File: config.mk
export PLATFORM = sky130hd
export DESIGN_NAME = sync_fifo_flags
export DESIGN_NICKNAME = d
export VERILOG_FILES = /design/src/rtl/sync_fifo_pkg.sv /design/src/rtl/sync_fifo_mem.sv /design/src/rtl/sync_fifo_flags.sv
export SDC_FILE = /design/constraint.sdc
export NUM_CORES = 1
export LEC_CHECK = 0
export ABC_AREA = 1
export BUFFER_PORTS_ARGS = -buffer_cell sky130_fd_sc_hd__buf_2
export CAP_MARGIN = 20
export CORE_UTILIZATION = 30
export DETAILED_ROUTE_END_ITERATION = 8
export REMOVE_ABC_BUFFERS = 1
export SLEW_MARGIN = 10
export SYNTH_ARGS = -nofsm -noshare
export SYNTH_HDL_FRONTEND = slang
export SYNTH_SLANG_ARGS = --single-unit
File: constraint.sdc
create_clock -name clk -period 2.1 [get_ports clk]
set_input_delay 0.525 -clock clk [delete_from_list [all_inputs] [get_ports clk]]
set_output_delay 0.525 -clock clk [all_outputs]
set_load 0.01 [all_outputs]
File: src/rtl/sync_fifo_pkg.sv
`default_nettype none
// +--------------------------------------------------------------------------+
// | sync_fifo_pkg : shared defaults, width helper and status bundle for     |
// |                 sync_fifo_flags.                                         |
// | Rev 1.0                                                                  |
// +--------------------------------------------------------------------------+
package sync_fifo_pkg;

   localparam int DEF_F_WIDTH = 8;
   localparam int DEF_F_DEPTH = 16;

   function automatic int clog2(input int value);
      int result;
      result = 0;
      for (int i = 0; i < 31; i++) begin
         if ((1 << i) < value) result = i + 1;
      end
      return result;
   endfunction

   typedef struct packed {
      logic full;
      logic half_full;
      logic almost_full;
      logic empty;
      logic almost_empty;
      logic overflow;
      logic underflow;
   } fifo_status_t;

endpackage
`default_nettype wire

File: src/rtl/sync_fifo_mem.sv
`default_nettype none
// +--------------------------------------------------------------------------+
// | sync_fifo_mem : F_DEPTH x F_WIDTH storage, synchronous write port and   |
// |                 asynchronous read port. No reset on the array.           |
// | Rev 1.0                                                                  |
// +--------------------------------------------------------------------------+
module sync_fifo_mem #(
   parameter int F_WIDTH = 8,
   parameter int F_DEPTH = 16,
   parameter int AW      = 4
) (
   input  logic               clk,
   input  logic               wr_en,
   input  logic [AW-1:0]      wr_addr,
   input  logic [F_WIDTH-1:0] wr_data,
   input  logic [AW-1:0]      rd_addr,
   output logic [F_WIDTH-1:0] rd_data
);

   logic [F_WIDTH-1:0] mem_q [F_DEPTH];

   always_ff @(posedge clk) begin
      if (wr_en) mem_q[wr_addr] <= wr_data;
   end

   assign rd_data = mem_q[rd_addr];

endmodule
`default_nettype wire

File: src/rtl/sync_fifo_flags.sv
`default_nettype none
// +--------------------------------------------------------------------------+
// | sync_fifo_flags : single-clock FIFO with level/almost flags, occupancy, |
// |                   flush and sticky error flags. SYNC_FIFO_FWFT_EN selects|
// |                   first-word-fall-through output instead of registered.  |
// | Rev 1.0                                                                  |
// +--------------------------------------------------------------------------+
module sync_fifo_flags
   import sync_fifo_pkg::*;
#(
   parameter  int F_WIDTH = DEF_F_WIDTH,
   parameter  int F_DEPTH = DEF_F_DEPTH,
   localparam int AW      = clog2(F_DEPTH)
) (
   input  logic               clk,
   input  logic               reset_n,
   input  logic               clr,
   input  logic [F_WIDTH-1:0] d_in,
   input  logic               w_en,
   input  logic               r_en,
   input  logic [AW:0]        af_level,
   input  logic [AW:0]        ae_level,
   output logic [F_WIDTH-1:0] d_out,
   output logic               d_out_valid,
   output logic [AW:0]        f_count,
   output logic               f_full_flag,
   output logic               f_half_full_flag,
   output logic               f_almost_full_flag,
   output logic               f_empty_flag,
   output logic               f_almost_empty_flag,
   output logic               f_overflow_flag,
   output logic               f_underflow_flag
);

   localparam logic [AW:0]   c_full_cnt   = (AW+1)'(F_DEPTH);
   localparam logic [AW:0]   c_half_cnt   = (AW+1)'(F_DEPTH / 2);
   localparam logic [AW:0]   c_one        = (AW+1)'(1);
   localparam logic [AW+1:0] c_depth_wide = (AW+2)'(F_DEPTH);

   logic [AW:0]        wptr_q, wptr_d;
   logic [AW:0]        rptr_q, rptr_d;
   logic [AW:0]        count_q, count_d;
   logic               ovf_q, ovf_d;
   logic               unf_q, unf_d;
   logic               wr_acc, rd_acc;
   logic [AW+1:0]      af_sum;
   logic [F_WIDTH-1:0] mem_rdata;
   fifo_status_t       status;

   // Flags come from the registered count; the almost compares are widened
   // so an oversized margin saturates the flag rather than wrapping.
   always_comb begin
      status              = '0;
      af_sum              = {1'b0, count_q} + {1'b0, af_level};
      status.full         = (count_q == c_full_cnt);
      status.half_full    = (count_q >= c_half_cnt);
      status.almost_full  = (af_sum >= c_depth_wide);
      status.empty        = (count_q == '0);
      status.almost_empty = ({1'b0, count_q} <= {1'b0, ae_level});
      status.overflow     = ovf_q;
      status.underflow    = unf_q;
   end

   assign wr_acc = w_en && !status.full  && !clr;
   assign rd_acc = r_en && !status.empty && !clr;

   always_comb begin
      wptr_d  = wptr_q;
      rptr_d  = rptr_q;
      count_d = count_q;
      ovf_d   = ovf_q | (w_en & status.full);
      unf_d   = unf_q | (r_en & status.empty);
      if (clr) begin
         wptr_d  = '0;
         rptr_d  = '0;
         count_d = '0;
         ovf_d   = 1'b0;
         unf_d   = 1'b0;
      end else begin
         if (wr_acc) wptr_d = wptr_q + c_one;
         if (rd_acc) rptr_d = rptr_q + c_one;
         case ({wr_acc, rd_acc})
            2'b10:   count_d = count_q + c_one;
            2'b01:   count_d = count_q - c_one;
            default: count_d = count_q;
         endcase
      end
   end

   always_ff @(posedge clk or negedge reset_n) begin
      if (!reset_n) begin
         wptr_q  <= '0;
         rptr_q  <= '0;
         count_q <= '0;
         ovf_q   <= 1'b0;
         unf_q   <= 1'b0;
      end else begin
         wptr_q  <= wptr_d;
         rptr_q  <= rptr_d;
         count_q <= count_d;
         ovf_q   <= ovf_d;
         unf_q   <= unf_d;
      end
   end

   sync_fifo_mem #(
      .F_WIDTH (F_WIDTH),
      .F_DEPTH (F_DEPTH),
      .AW      (AW)
   ) u_mem (
      .clk     (clk),
      .wr_en   (wr_acc),
      .wr_addr (wptr_q[AW-1:0]),
      .wr_data (d_in),
      .rd_addr (rptr_q[AW-1:0]),
      .rd_data (mem_rdata)
   );

`ifdef SYNC_FIFO_FWFT_EN
   // Head word is presented directly; r_en only acknowledges it.
   assign d_out       = mem_rdata;
   assign d_out_valid = !status.empty;
`else
   logic [F_WIDTH-1:0] dout_q, dout_d;
   logic               dval_q, dval_d;

   always_comb begin
      dout_d = rd_acc ? mem_rdata : dout_q;
      dval_d = rd_acc;
   end

   always_ff @(posedge clk or negedge reset_n) begin
      if (!reset_n) begin
         dout_q <= '0;
         dval_q <= 1'b0;
      end else begin
         dout_q <= dout_d;
         dval_q <= dval_d;
      end
   end

   assign d_out       = dout_q;
   assign d_out_valid = dval_q;
`endif

   assign f_count             = count_q;
   assign f_full_flag         = status.full;
   assign f_half_full_flag    = status.half_full;
   assign f_almost_full_flag  = status.almost_full;
   assign f_empty_flag        = status.empty;
   assign f_almost_empty_flag = status.almost_empty;
   assign f_overflow_flag     = status.overflow;
   assign f_underflow_flag    = status.underflow;

endmodule
`default_nettype wire

# Word level (Yosys, flattened, before mapping)
# Memory sizes are Yosys's and may differ from the RTL's. A register that Yosys moved wholly into a read port is not among the register bits.
# Index checks and enable logic that the tools add are counted.
dict set report totals {
  register_bits 18
  output_inout_bits 21
  word_cells 44
  mem_bits_rw 128
  n_memories 1
  inputBits 23
}
dict set report op_classes {
  n_mux 10
  n_bitwise 4
  n_reduce_logical 12
  n_addsub 5
  eq_ne 3
  order_cmp 3
}
# name words word_bits read_ports rd_ports_with_merged_regs wr line
set memory_table {}
lappend memory_table {u_mem.mem_q 16 8 1 1 1 sync_fifo_mem.sv:20} ;# logic [F_WIDTH-1:0] mem_q [F_DEPTH];
# cell count
set op_table {}
lappend op_table {{5-bit two-way mux} 5}
lappend op_table {{5-bit by 1-bit adder with 5-bit output (second input constant)} 3}
lappend op_table {{5-bit one-hot mux with 2 select lines} 1}
lappend op_table {{5-bit by 5-bit adder with 6-bit output} 1}
lappend op_table {{6-bit by 5-bit >= comparator with 1-bit output (second input constant)} 1}
lappend op_table {{5-bit == test (second input constant)} 1}
lappend op_table {{5-bit by 4-bit >= comparator with 1-bit output (second input constant)} 1}
lappend op_table {{5-bit less-or-equal comparator} 1}
lappend op_table {{5-bit logical NOT} 1}
lappend op_table {{5-bit by 1-bit subtractor with 5-bit output (second input constant)} 1}
lappend op_table {{1-bit logical AND} 4}
lappend op_table {{1-bit logical NOT} 4}
lappend op_table {{1-bit two-way mux} 4}
lappend op_table {{2-bit nonzero test} 2}
lappend op_table {{3-bit nonzero test} 1}
lappend op_table {{1-bit AND} 2}
lappend op_table {{2-bit by 1-bit == test with 1-bit output (second input constant)} 1}
lappend op_table {{2-bit == test (second input constant)} 1}
lappend op_table {{1-bit OR} 2}

# Logic depth before layout (Yosys ltp)
dict set report logic_depth {
  word_depth 7
  ltp_mapped 15
  depth_no_buf 15
}

# Hierarchy
# A second synthesis with hierarchy kept.
dict set report unflattened {
  cells_unflattened 710
  area_unflattened_um2 7031.7
}
# mod instances cells_per_inst area_per_inst_um2
set modules_own_cells {}
lappend modules_own_cells {sync_fifo_mem 1 543 5606.6}
lappend modules_own_cells {sync_fifo_flags 1 167 1425.1}

# Worst setup path before layout
# OpenSTA, ideal clock, no wires.
dict set report synth_path {
  kind {reg-to-reg}
  startpoint {reg count_q[2], in the netlist f_count[2]}
  endpoint {mem u_mem.mem_q[0][0], enable pin}
  slack_ns 0.095
  setup_time_ns 0.383
  arrival_ns 1.622
  path_stages_with_launch 7
  n_path_buf 0
  path_cell_list {dfrtp_1 > nor2_2 > nand3_2 > nand3_2 > inv_1 > nand2_1 > nor3_1}
}
dict set report synth_between {
  elab_chain_len 6
}
# item line
set synth_rtl {}
lappend synth_rtl {{start: declaration} sync_fifo_flags.sv:42} ;# logic [AW:0] count_q, count_d;
lappend synth_rtl {{start signal: assignment} sync_fifo_flags.sv:100} ;# count_q <= count_d;
lappend synth_rtl {{5-bit == test} sync_fifo_flags.sv:55} ;# status.full = (count_q == c_full_cnt);
lappend synth_rtl {{1-bit logical NOT} sync_fifo_flags.sv:64} ;# assign wr_acc = w_en && !status.full && !clr;
lappend synth_rtl {{1-bit logical AND (2 in series)} sync_fifo_flags.sv:64}
lappend synth_rtl {{1-bit two-way mux} sync_fifo_mem.sv:23} ;# if (wr_en) mem_q[wr_addr] <= wr_data;
lappend synth_rtl {{1-bit two-way mux (implied by the code)} sync_fifo_mem.sv:23}
lappend synth_rtl {{end: declaration} sync_fifo_mem.sv:20}
# Every way passes these cells.

# Worst setup path in the final report
dict set report layout_path {
  startpoint {reg count_q[2], in the netlist f_count[2]}
  endpoint {out f_almost_empty_flag}
}
dict set report layout_between {
  elab_chain_len 1
}
# item line
set layout_rtl {}
lappend layout_rtl {{5-bit less-or-equal comparator} sync_fifo_flags.sv:59} ;# status.almost_empty = ({1'b0, count_q} <= {1'b0, ae_level});
lappend layout_rtl {{end: declaration} sync_fifo_flags.sv:30} ;# output logic f_almost_empty_flag,
# Every way passes these cells.

==> load_flow_metrics.sql <==
INSERT INTO impl_metrics (metric_group, metric, value, unit) VALUES
('run_status', 'outcome', 'complete, but fails checks', ''),
('run_status', 'failed_checks', 'setup timing', ''),
('worst_hold_path', 'min_path_type', 'input pin to asynchronous set/reset pin', ''),
('sta', 'timing.slew.headroom', '59.6', '%'),
('synthesis', 'number_of_synthesized_register_bits', '152', ''),
('detailed_routing', 'wl_per_cell', '17.7', 'um'),
('critical_path', 'critPathCaptureType', 'primary output', ''),
('synthesis', 'part_of_the_yosys_area_used_for_sequential_elements', '68.3', '%'),
('cts', 'root_buffer', 'sky130_fd_sc_hd__clkbuf_16', ''),
('sta', 'post-route-period-util', '106', '%'),
('synthesis', 'yosys.area.top_type_share', '59.1', '%'),
('global_routing', 'grt_remaining_overflow', '0', ''),
('synthesis', 'post_synth_and_or_nand_nor_area_fraction', '11.4', '%'),
('final_layout', 'finalNonFillerCells', '894', ''),
('synthesis', 'post-synth-top-area-cell', 'sky130_fd_sc_hd__edfxtp_1', ''),
('placement', 'port-buffer-count', '43', ''),
('global_routing', 'gr-usage-all-layers', '14.9', '%'),
('synthesis', 'ys_top_cells_by_count', '128 x sky130_fd_sc_hd__edfxtp_1, 77 x sky130_fd_sc_hd__nor2_1, 65 x sky130_fd_sc_hd__o21ai_0', ''),
('sta', 'final_period_minus_worst_setup_slack', '2.22', 'ns'),
('critical_path', 'crit_chain', 'buf_6, ha_1, a21oi_1, nor2_1, o22ai_1, buf_2', ''),
('floorplan', 'die-height', '149', 'um'),
('sta', 'maxClockFrequency', '450', 'MHz'),
('final_layout', 'num_antenna_cells', '0', ''),
('critical_path', 'r2r_start', 'f_count[1]', ''),
('critical_path', 'worstSetupPathType', 'register to primary output', ''),
('cts', 'cts_buffers', '17', ''),
('synthesis', 'synth_top_family_by_area', 'compound AO/OA/AOI/OAI gates', ''),
('cts', 'clock-sinks', '152', ''),
('final_layout', 'fraction_of_final_layout_cells_with_drive_strength_greater_than_1', '22.8', '%'),
('global_routing', 'grt_pass1_vias', '4458', ''),
('synthesis', 'yosys-top-cells-area', 'sky130_fd_sc_hd__edfxtp_1 59%, sky130_fd_sc_hd__dfrtp_1 9.2%, sky130_fd_sc_hd__o21ai_0 5.0%, sky130_fd_sc_hd__nor2_1 4.4%, sky130_fd_sc_hd__ha_1 3.1%', ''),
('cts', 'tritoncts_clock_tree', 'built', ''),
('cts', 'clock_latency', '0.42', 'ns'),
('final_layout', 'finish.net_count', '645', ''),
('flow_run', 'maxCapViolations', '0', ''),
('sta', 'tightest_slew', '0.606', 'ns'),
('synthesis', 'synth-edff-count', '128', ''),
('placement', 'detailed_place.area', '0.00720', 'mm^2'),
('pwr', 'peakVddDrop', '0.496', 'mV'),
('sta', 'finalWorstSetupSlack', '-0.120', 'ns'),
('critical_path', 'worstSetupStartpointType', 'register', ''),
('synthesis', 'post_synth_xor_area_fraction', '0.135', '%'),
('floorplan', 'io-pin-count', '44', ''),
('pwr', 'p_leak', '2.88', 'nW'),
('synthesis', 'post_synth_fa_ha_maj_area_fraction', '3.08', '%'),
('detailed_routing', 'drc_violation_count_after_routing', '0', ''),
('cts', 'cts-root-to-sink-buffers', '2', ''),
('sta', 'timing.final.setup_violations', '2', ''),
('detailed_routing', 'routed-via-count', '4504', ''),
('global_routing', 'antenna_found_initial', '0', ''),
('synthesis', 'async_reset_ff_share', '15.8', '%'),
('synthesis', 'synth-main-ff-cell', 'sky130_fd_sc_hd__edfxtp_1', ''),
('final_layout', 'area_delta_synth_final', '21.5', '%'),
('synthesis', 'syn_area', '0.00650', 'mm^2'),
('sta', 'finalMaxSlewViolations', '0', ''),
('sta', 'tns', '-0.199', 'ns'),
('sta', 'hold_violations', '0', ''),
('detailed_routing', 'drt_wl_total', '15900', 'um'),
('placement', 'dpl.cell_count', '853', ''),
('synthesis', 'yosys-mux-area-fraction', '0', '%'),
('global_routing', 'grt_pass1_wl', '24600', 'um'),
('floorplan', 'placeableCoreArea', '0.0212', 'mm^2'),
('synthesis', 'synthMostInstantiatedCell', 'sky130_fd_sc_hd__edfxtp_1', ''),
('detailed_routing', 'drt_pre_antenna_iters', '5', ''),
('critical_path', 'ff2ff_setup_slack', '0.05', 'ns'),
('critical_path', 'crit_path_required_time', '1.57', 'ns'),
('pwr', 'design_power_total', '9.16', 'mW'),
('critical_path', 'timing.rr.end', 'f_count[4]', ''),
('floorplan', 'die_area', '0.0223', 'mm^2'),
('detailed_routing', 'antenna_left', '0', ''),
('critical_path', 'path_max_fanout', '3', '');
==> area by class of cell <==
class / instances / area (um^2)
Clock buffer: 19 / 433
Clock inverter: 13 / 106
Fill cell: 2006 / 13300
Inverter: 32 / 123
Multi-Input combinational cell: 321 / 1900
Sequential cell: 152 / 4450
Tap cell: 275 / 344
Timing Repair Buffer: 82 / 551
==> cell families after synthesis <==
logic type                 after synthesis
AOI/OAI and AO/OA                      144
xor gates and xnor gates                 1
DFF                                    152
adders and majority gates               16
buffers and inverters                   58
and+or+nand+nor                        160
==> power by group <==
part | internal [mW] | switching [mW] | total, mW | leakage [nW]
combinational | 1.07 | 1.71 | 2.78 | 1.17
clock | 1.62 | 1.17 | 2.78 | 0.256
sequential | 3.46 | 0.129 | 3.59 | 1.45
total | 6.15 | 3.01 | 9.16 | 2.88
==> worst max-delay path: cells and delay by family (launching register included) <==
family,cells,cell delay [ns]
AOI/OAI and AO/OA,2,0.26
adders and majority gates,1,0.28
buffers and inverters,2,0.28
DFF,1,0.39
and+or+nand+nor,1,0.06
==> how the worst max path moves through the flow <==
stage / end / startpoint / depth (start not counted)
after floorplan: d_out[0] / rptr_q[0] / 6
after global placement: f_almost_full_flag / af_level[1] / 6
after detailed placement: f_count[4] / f_count[1] / 15
after CTS: f_almost_empty_flag / f_count[1] / 7
after global routing: f_almost_empty_flag / f_count[2] / 6
final: f_almost_empty_flag / f_count[2] / 6
==> layout by cell type, fill, tap and decap left out, types with 4 or more instances in the layout <==
cell and count:
sky130_fd_sc_hd__nand2_1 30, sky130_fd_sc_hd__nand3_1 22, sky130_fd_sc_hd__o21ai_0 64, sky130_fd_sc_hd__buf_2 42, sky130_fd_sc_hd__o21ai_1 14, sky130_fd_sc_hd__clkinv_2 5, sky130_fd_sc_hd__a21oi_1 6, sky130_fd_sc_hd__ha_1 14
sky130_fd_sc_hd__edfxtp_1 128, sky130_fd_sc_hd__nor2_1 77, sky130_fd_sc_hd__clkinvlp_4 4, sky130_fd_sc_hd__inv_1 23, sky130_fd_sc_hd__o22ai_1 15, sky130_fd_sc_hd__o211ai_1 13, sky130_fd_sc_hd__buf_6 4, sky130_fd_sc_hd__buf_4 34
sky130_fd_sc_hd__nor3_1 15, sky130_fd_sc_hd__o221ai_1 19, sky130_fd_sc_hd__nand3_4 4, sky130_fd_sc_hd__o21a_1 8, sky130_fd_sc_hd__clkbuf_16 17, sky130_fd_sc_hd__inv_2 7, sky130_fd_sc_hd__dfrtp_1 21
==> flip-flops by register name (all words and copies together) (netlist names) <==
signal,cells
u_mem.mem_q,128
d_out,8
f_count,5
rptr_q,4
wptr_q,4
d_out_valid,1
f_overflow_flag,1
f_underflow_flag,1
==> routing by layer <==
| metal | GRT usage [%] | wire length, um | vias to the layer above |
|---|---|---|---|
| met5 | 0 | 0 | - |
| met4 | 5.92 | 340 | 0 |
| met3 | 2.97 | 908 | 30 |
| met2 | 25.6 | 7920 | 156 |
| met1 | 18.2 | 6700 | 2210 |
| li1 | - | - | 2108 |
==> per-stage QoR <==
step / setup slack (ns) / utilization [%]
finish: -0.120 / 37.4
CTS: -0.101 / 37.1
global placement: 0.110 / 34.0
global route: -0.208 / 37.4
detailed placement: 0.0869 / 34.0
floorplan: -0.509 / -
==> repair_timing <==
action                     4_1_cts  5_1_grt
hold buffers                     0        0
resized for setup               11        9
buffers inserted                 8        2
pin swaps                        2        5
setup endpoints to repair        2        7
hold endpoints to repair         0        0
Power figures use the tool's default switching activity.
